File: src/rtl/pdm_word_decimator.sv
// Boxcar decimator for packed PDM words: popcount each word, sum a window of
// words into a saturated signed PCM sample, and buffer samples in a FWFT FIFO.
module pdm_word_decimator #(
  parameter int WORD_LENGTH      = 16,
  parameter int WORDS_PER_SAMPLE = 4,
  parameter int SAMPLE_WIDTH     = 12,
  parameter int FIFO_DEPTH       = 8
) (
  input  logic                           clock_i,
  input  logic                           reset_i,
  input  logic [WORD_LENGTH-1:0]         word_i,
  input  logic                           word_valid_i,
  output logic signed [SAMPLE_WIDTH-1:0] sample_o,
  output logic                           sample_valid_o,
  input  logic                           sample_ready_i,
  output logic [$clog2(FIFO_DEPTH):0]    fifo_count_o,
  output logic                           overflow_o
);

  localparam int PC_W       = $clog2(WORD_LENGTH + 1);
  localparam int FULL_SCALE = WORD_LENGTH * WORDS_PER_SAMPLE;
  localparam int ACC_W      = $clog2(FULL_SCALE + 1);
  localparam int RAW_W      = ACC_W + 2;
  localparam int CNT_W      = (WORDS_PER_SAMPLE > 1) ? $clog2(WORDS_PER_SAMPLE) : 1;
  localparam int PTR_W      = $clog2(FIFO_DEPTH);
  localparam int FCNT_W     = PTR_W + 1;
  localparam int SMAX       = (2 ** (SAMPLE_WIDTH - 1)) - 1;
  localparam int SMIN       = -(2 ** (SAMPLE_WIDTH - 1));
  localparam logic signed [RAW_W-1:0] FULL_RAW = RAW_W'(FULL_SCALE);

  function automatic logic [PC_W-1:0] popcount(input logic [WORD_LENGTH-1:0] w);
    logic [PC_W-1:0] n;
    n = '0;
    for (int i = 0; i < WORD_LENGTH; i++) n = n + PC_W'(w[i]);
    return n;
  endfunction

  function automatic logic signed [SAMPLE_WIDTH-1:0] saturate(input logic signed [RAW_W-1:0] r);
    int rv;
    rv = int'(r);
    if (rv > SMAX)      return SAMPLE_WIDTH'(SMAX);
    else if (rv < SMIN) return SAMPLE_WIDTH'(SMIN);
    else                return SAMPLE_WIDTH'(rv);
  endfunction

  // Stage 1: popcount of the incoming word
  logic [PC_W-1:0] pc_p1_q;
  logic            vld_p1_q;

  always_ff @(posedge clock_i) begin
    if (reset_i) begin
      pc_p1_q  <= '0;
      vld_p1_q <= 1'b0;
    end else begin
      vld_p1_q <= word_valid_i;
      if (word_valid_i) pc_p1_q <= popcount(word_i);
    end
  end

  // Stage 2: window accumulation, sample formation and FIFO push
  logic [ACC_W-1:0]               acc_q, acc_d, sum_p1;
  logic [CNT_W-1:0]               word_cnt_q, word_cnt_d;
  logic                           close_p1;
  logic signed [RAW_W-1:0]        raw_p1;
  logic signed [SAMPLE_WIDTH-1:0] push_val;

  assign sum_p1   = acc_q + ACC_W'(pc_p1_q);
  assign close_p1 = vld_p1_q && (word_cnt_q == CNT_W'(WORDS_PER_SAMPLE - 1));
  // Ones minus zeros over the window equals 2*ones - total bits.
  assign raw_p1   = $signed({1'b0, sum_p1, 1'b0}) - FULL_RAW;
  assign push_val = saturate(raw_p1);

  always_comb begin
    acc_d      = acc_q;
    word_cnt_d = word_cnt_q;
    if (vld_p1_q) begin
      if (close_p1) begin
        acc_d      = '0;
        word_cnt_d = '0;
      end else begin
        acc_d      = sum_p1;
        word_cnt_d = word_cnt_q + CNT_W'(1);
      end
    end
  end

  always_ff @(posedge clock_i) begin
    if (reset_i) begin
      acc_q      <= '0;
      word_cnt_q <= '0;
    end else begin
      acc_q      <= acc_d;
      word_cnt_q <= word_cnt_d;
    end
  end

  // Output FIFO, first-word-fall-through
  logic signed [SAMPLE_WIDTH-1:0] mem [FIFO_DEPTH];
  logic [PTR_W-1:0]  wr_q, wr_d, rd_q, rd_d;
  logic [FCNT_W-1:0] count_q, count_d;
  logic              ovf_q, ovf_d;
  logic              empty, full, pop, push_ok;

  assign empty   = (count_q == '0);
  assign full    = (count_q == FCNT_W'(FIFO_DEPTH));
  assign pop     = !empty && sample_ready_i;
  // A full FIFO still takes the new sample when the head leaves on the same edge.
  assign push_ok = close_p1 && (!full || pop);

  always_comb begin
    wr_d    = wr_q + PTR_W'(push_ok);
    rd_d    = rd_q + PTR_W'(pop);
    count_d = count_q + FCNT_W'(push_ok) - FCNT_W'(pop);
    ovf_d   = ovf_q || (close_p1 && full && !pop);
  end

  always_ff @(posedge clock_i) begin
    if (reset_i) begin
      wr_q    <= '0;
      rd_q    <= '0;
      count_q <= '0;
      ovf_q   <= 1'b0;
    end else begin
      wr_q    <= wr_d;
      rd_q    <= rd_d;
      count_q <= count_d;
      ovf_q   <= ovf_d;
    end
  end

  always_ff @(posedge clock_i) begin
    if (push_ok) mem[wr_q] <= push_val;
  end

  assign sample_o       = empty ? '0 : mem[rd_q];
  assign sample_valid_o = !empty;
  assign fifo_count_o   = count_q;
  assign overflow_o     = ovf_q;

endmodule

File: config.mk
export PLATFORM = sky130hd
export DESIGN_NAME = pdm_word_decimator
export DESIGN_NICKNAME = d
export VERILOG_FILES = /design/src/rtl/pdm_word_decimator.sv
export SDC_FILE = /design/constraint.sdc
export NUM_CORES = 1
export LEC_CHECK = 0
export ABC_AREA = 1
export CAP_MARGIN = 20
export CORE_MARGIN = 2
export CORE_UTILIZATION = 46
export CTS_CLUSTER_DIAMETER = 80
export DETAILED_ROUTE_END_ITERATION = 6
export PLACE_DENSITY_LB_ADDON = 0.08
export RECOVER_POWER = 100
export SETUP_SLACK_MARGIN = 0.02
export SYNTH_ARGS = -nofsm -noshare
export SYNTH_HDL_FRONTEND = slang
export SYNTH_SLANG_ARGS = --single-unit
File: constraint.sdc
create_clock -name clock_i -period 3.8 [get_ports clock_i]
set_input_delay 0.57 -clock clock_i [delete_from_list [all_inputs] [get_ports clock_i]]
set_output_delay 0.57 -clock clock_i [all_outputs]
set_load 0.01 [all_outputs]
==> reports/results.ini <==
[run_status]
run_status=complete, no violations

[synth]
seq_area_frac_synth_pct=56.2
ys_types=30
synth_top_cell_by_area=sky130_fd_sc_hd__edfxtp_1
syn-cell-area_um2=4350
post-synth-top-area-fraction_pct=44.2
mappedNetlistNets=484
postSynthRegisterBits=90
postSynthCellCount=430
synth-warning-count=0
ys_top_cells_by_area=sky130_fd_sc_hd__edfxtp_1 44%, sky130_fd_sc_hd__dfxtp_1 12%, sky130_fd_sc_hd__nor2_1 7.1%
post_synth.cell_area_avg_um2=10.1

[timing]
layout_worst_path_cycle_share_pct=96.3
finClkSkew_ns=0.00997
time_the_worst_path_needs_with_i_o_delays_and_setup_ns=3.66
report.final.setup_viol=0
finalMaxSlewViolations=0
max_slew_margin_pct=32.6
fmaxAchievable_mhz=273
final_hold_viol_count=0
timing.final.ws_setup_ns=0.139
rsz0062_at_grt=no
slew_at_the_pin_closest_to_its_max_slew_limit_ns=1.01

[route]
drtPass1Iterations=4
first_iter_violations=91
wirelength_um=8740
via_count=2979
drc=0
post_drt_wl_per_cell_um=14.9
vias_per_cell=5.09
drt.antenna.violating_nets=0

[die]
fp.dieH_um=101
start_util_pct=47.3
die_x_um=101
floorplan.io_pins=38
die_area_um2=10200
area_of_the_core_region_um2=9200
num_rows=35

[global_routing]
first_global_vias=3046
first_pass_grt_wire_length_um=14500
grt.total_usage_pct=18.8
gr-total-overflow=0
antenna_found_initial=0
grt_start_max_net_pins=33

[placed_design]
place.detailed.instances=569
placement.setup.worst_slack_ns=-0.417
place.port_buffers=36
gp_congestion=0.806
post_dp_hpwl_um=6030

[pwr]
power_density_nw_per_um2=611
p_seq_share_pct=39.4
power.switching_fraction_pct=34.0
gate_power_share_pct=38.4
leakage_power_total_nw=2.08
cell_internal_pwr_w=0.00203
power_frac_clock_pct=22.2
power.switching_w=0.00105
vdd.ir_drop.worst_mv=0.273

[setup_path]
critical_path_class=in2reg
slowest_delay_ns=0.51
setup.worst_path.end=pc_p1_q[4]
r2r-end=mem[6][4]
worst_case_register_to_register_setup_slack_ns=0.75
crit_top_cell=sky130_fd_sc_hd__fa_1
critical_path_peak_fanout=2
sort_of_element_at_the_end_of_the_critical_path=register
cp.arrival_ns=3.90
critPathRequiredTime_ns=4.04
path_buf_inv=4
timing.critical_path.max_delay_family=adder cells
worstSetupPathDepth=13
slowest_stage=sky130_fd_sc_hd__fa_1
path_cells=clkdlybuf4s50_1 -> fa_1 -> inv_1 -> fa_1 -> fa_1 -> fa_1 -> inv_1 -> ha_4 -> fa_2 -> a21oi_1 -> o21ai_1 -> o211ai_1 -> inv_1
critical_r2r_launch=fifo_count_o[2]
startpoint=word_i[13]
startpoint_type=primary input
rr_worst_depth=8

[cells_and_area]
drive_above_1_share_pct=5.91
fin_nets=523
area.growth.synth_to_final_pct=15.8
num_antenna_cells=0
layoutNonFillerInstCount=585
most_frequent_standard_cell_in_the_layout_excluding_fill_and_tap_cells=sky130_fd_sc_hd__nor2_1
layout.cells.most_common_list=86 x sky130_fd_sc_hd__nor2_1, 64 x sky130_fd_sc_hd__edfxtp_1, 49 x sky130_fd_sc_hd__inv_1
final_core_utilization_pct=54.8

[clocking]
post_cts_buffers=0
cts_buffers=9
clock_insertion_delay_worst_skew_ns=0.35
level_count_of_the_clock_h_tree=3
clock-sinks=90
clock_path_buffers=2
cts_root_buf=sky130_fd_sc_hd__clkbuf_8
clk_transition_reported_paths_ns=0.08
clock_tree_from_tritoncts=yes

[run]
maxCapViolCount=0

[worst_hold_path]
min_path_type=reg2reg

[power by group through the flow]
stage	sequential (W)	combinational (W)	clock (W)
after floorplan	0.00121	0.000787	0
after global placement	0.00124	0.00122	0
after detailed placement	0.00124	0.00123	0
after CTS	0.00122	0.00124	0.000704
after global routing	0.00123	0.00135	0.000739
final	0.00121	0.00118	0.000683
[timing repair]
item                       4_1_cts  5_1_grt
hold endpoints to repair         0        0
pin swaps                        4        8
gates resized for setup          2       16
setup endpoints to repair        2        2
hold buffers                     0        0
[sequential cells by signal (all words and copies together) (netlist names)]
signal and count:
mem 64, rd_q 3, overflow_o 1, wr_q 3, vld_p1_q 1, word_cnt_q 2, acc_q 7, pc_p1_q 5
fifo_count_o 4
[how the worst min path moves through the flow]
stage	from	slack, ns	cells after the start	end
final	overflow_o	0.45	2	overflow_o
after global routing	overflow_o	0.49	2	overflow_o
after CTS	overflow_o	0.46	2	overflow_o
after detailed placement	overflow_o	0.44	2	overflow_o
after global placement	overflow_o	0.45	2	overflow_o
after floorplan	word_cnt_q[0]	0.45	1	word_cnt_q[0]
[synthesized netlist by cell type]
cell type and number:
sky130_fd_sc_hd__o22ai_1 8, sky130_fd_sc_hd__inv_2 3, sky130_fd_sc_hd__ha_1 22, sky130_fd_sc_hd__o21ai_1 16, sky130_fd_sc_hd__nor3b_1 2, sky130_fd_sc_hd__buf_4 4
sky130_fd_sc_hd__o21ai_0 21, sky130_fd_sc_hd__xnor2_1 2, sky130_fd_sc_hd__nand4_1 1, sky130_fd_sc_hd__nor2_1 82, sky130_fd_sc_hd__inv_1 52, sky130_fd_sc_hd__and2_1 2
sky130_fd_sc_hd__or2_4 1, sky130_fd_sc_hd__xor2_1 3, sky130_fd_sc_hd__conb_1 1, sky130_fd_sc_hd__a21oi_2 1, sky130_fd_sc_hd__dfxtp_1 26, sky130_fd_sc_hd__nand2_1 46
sky130_fd_sc_hd__buf_1 1, sky130_fd_sc_hd__or2_2 1, sky130_fd_sc_hd__nor2_2 5, sky130_fd_sc_hd__buf_2 2, sky130_fd_sc_hd__edfxtp_1 64, sky130_fd_sc_hd__a211oi_1 1
sky130_fd_sc_hd__o211ai_1 10, sky130_fd_sc_hd__nand3_1 15, sky130_fd_sc_hd__fa_1 12, sky130_fd_sc_hd__clkbuf_1 9, sky130_fd_sc_hd__a21oi_1 15, sky130_fd_sc_hd__nand2_4 2
[worst reg2reg max path, cell delays in order, from the launching register on]
cell and delay, ns:
sky130_fd_sc_hd__dfxtp_1 0.33, sky130_fd_sc_hd__inv_1 0.07, sky130_fd_sc_hd__ha_1 0.20, sky130_fd_sc_hd__nand2_1 0.40, sky130_fd_sc_hd__nand2_1 0.19, sky130_fd_sc_hd__a21oi_1 0.28
sky130_fd_sc_hd__clkinv_1 0.14, sky130_fd_sc_hd__or2_0 0.29, sky130_fd_sc_hd__nor2_1 0.78
[metal layers]
metal  vias to the layer above  routed length, um  global-route usage, %
li1                       1513                  -                      -
met1                      1410               4000                   23.1
met2                        39               4380                   33.6
met3                        17                208                   2.42
met4                         0                159                   7.07
met5                         -                  0                      0
[kinds of logic (layout without fill, tap and decap cells)]
logic type      after synthesis  after routing  synth area share [%]
buf+inv                      71            115                  6.53
other cells                   1              1                0.0862
compound gates               72             72                  9.23
flops                        90             90                  56.2
simple gates                157            157                  15.1
fa+ha+maj                    34             34                  11.9
xor+xnor                      5              5                  1.01
[per-stage QoR]
step                setup TNS [ns]  hold WS (ns)  total power, W  cell area [um2]
global placement             -1.13         0.448         0.00245             4830
detailed placement           -1.20         0.443         0.00247             4830
finish                           0         0.451         0.00308             5040
CTS                              0         0.455         0.00316             5050
global route                     0         0.491         0.00332             5040
floorplan                        0         0.445         0.00200             4350
[area by class of cell]
class                      count  area, um2
fill                         860       4160
timing repair buffer          44        430
multi-input combinational    269       1610
tap                          111        139
clock inverter                 4       76.3
sequential                    90       2440
inverter                      55        206
clock buffer                  12        135
Note: power is estimated with default switching activity, not from simulation.
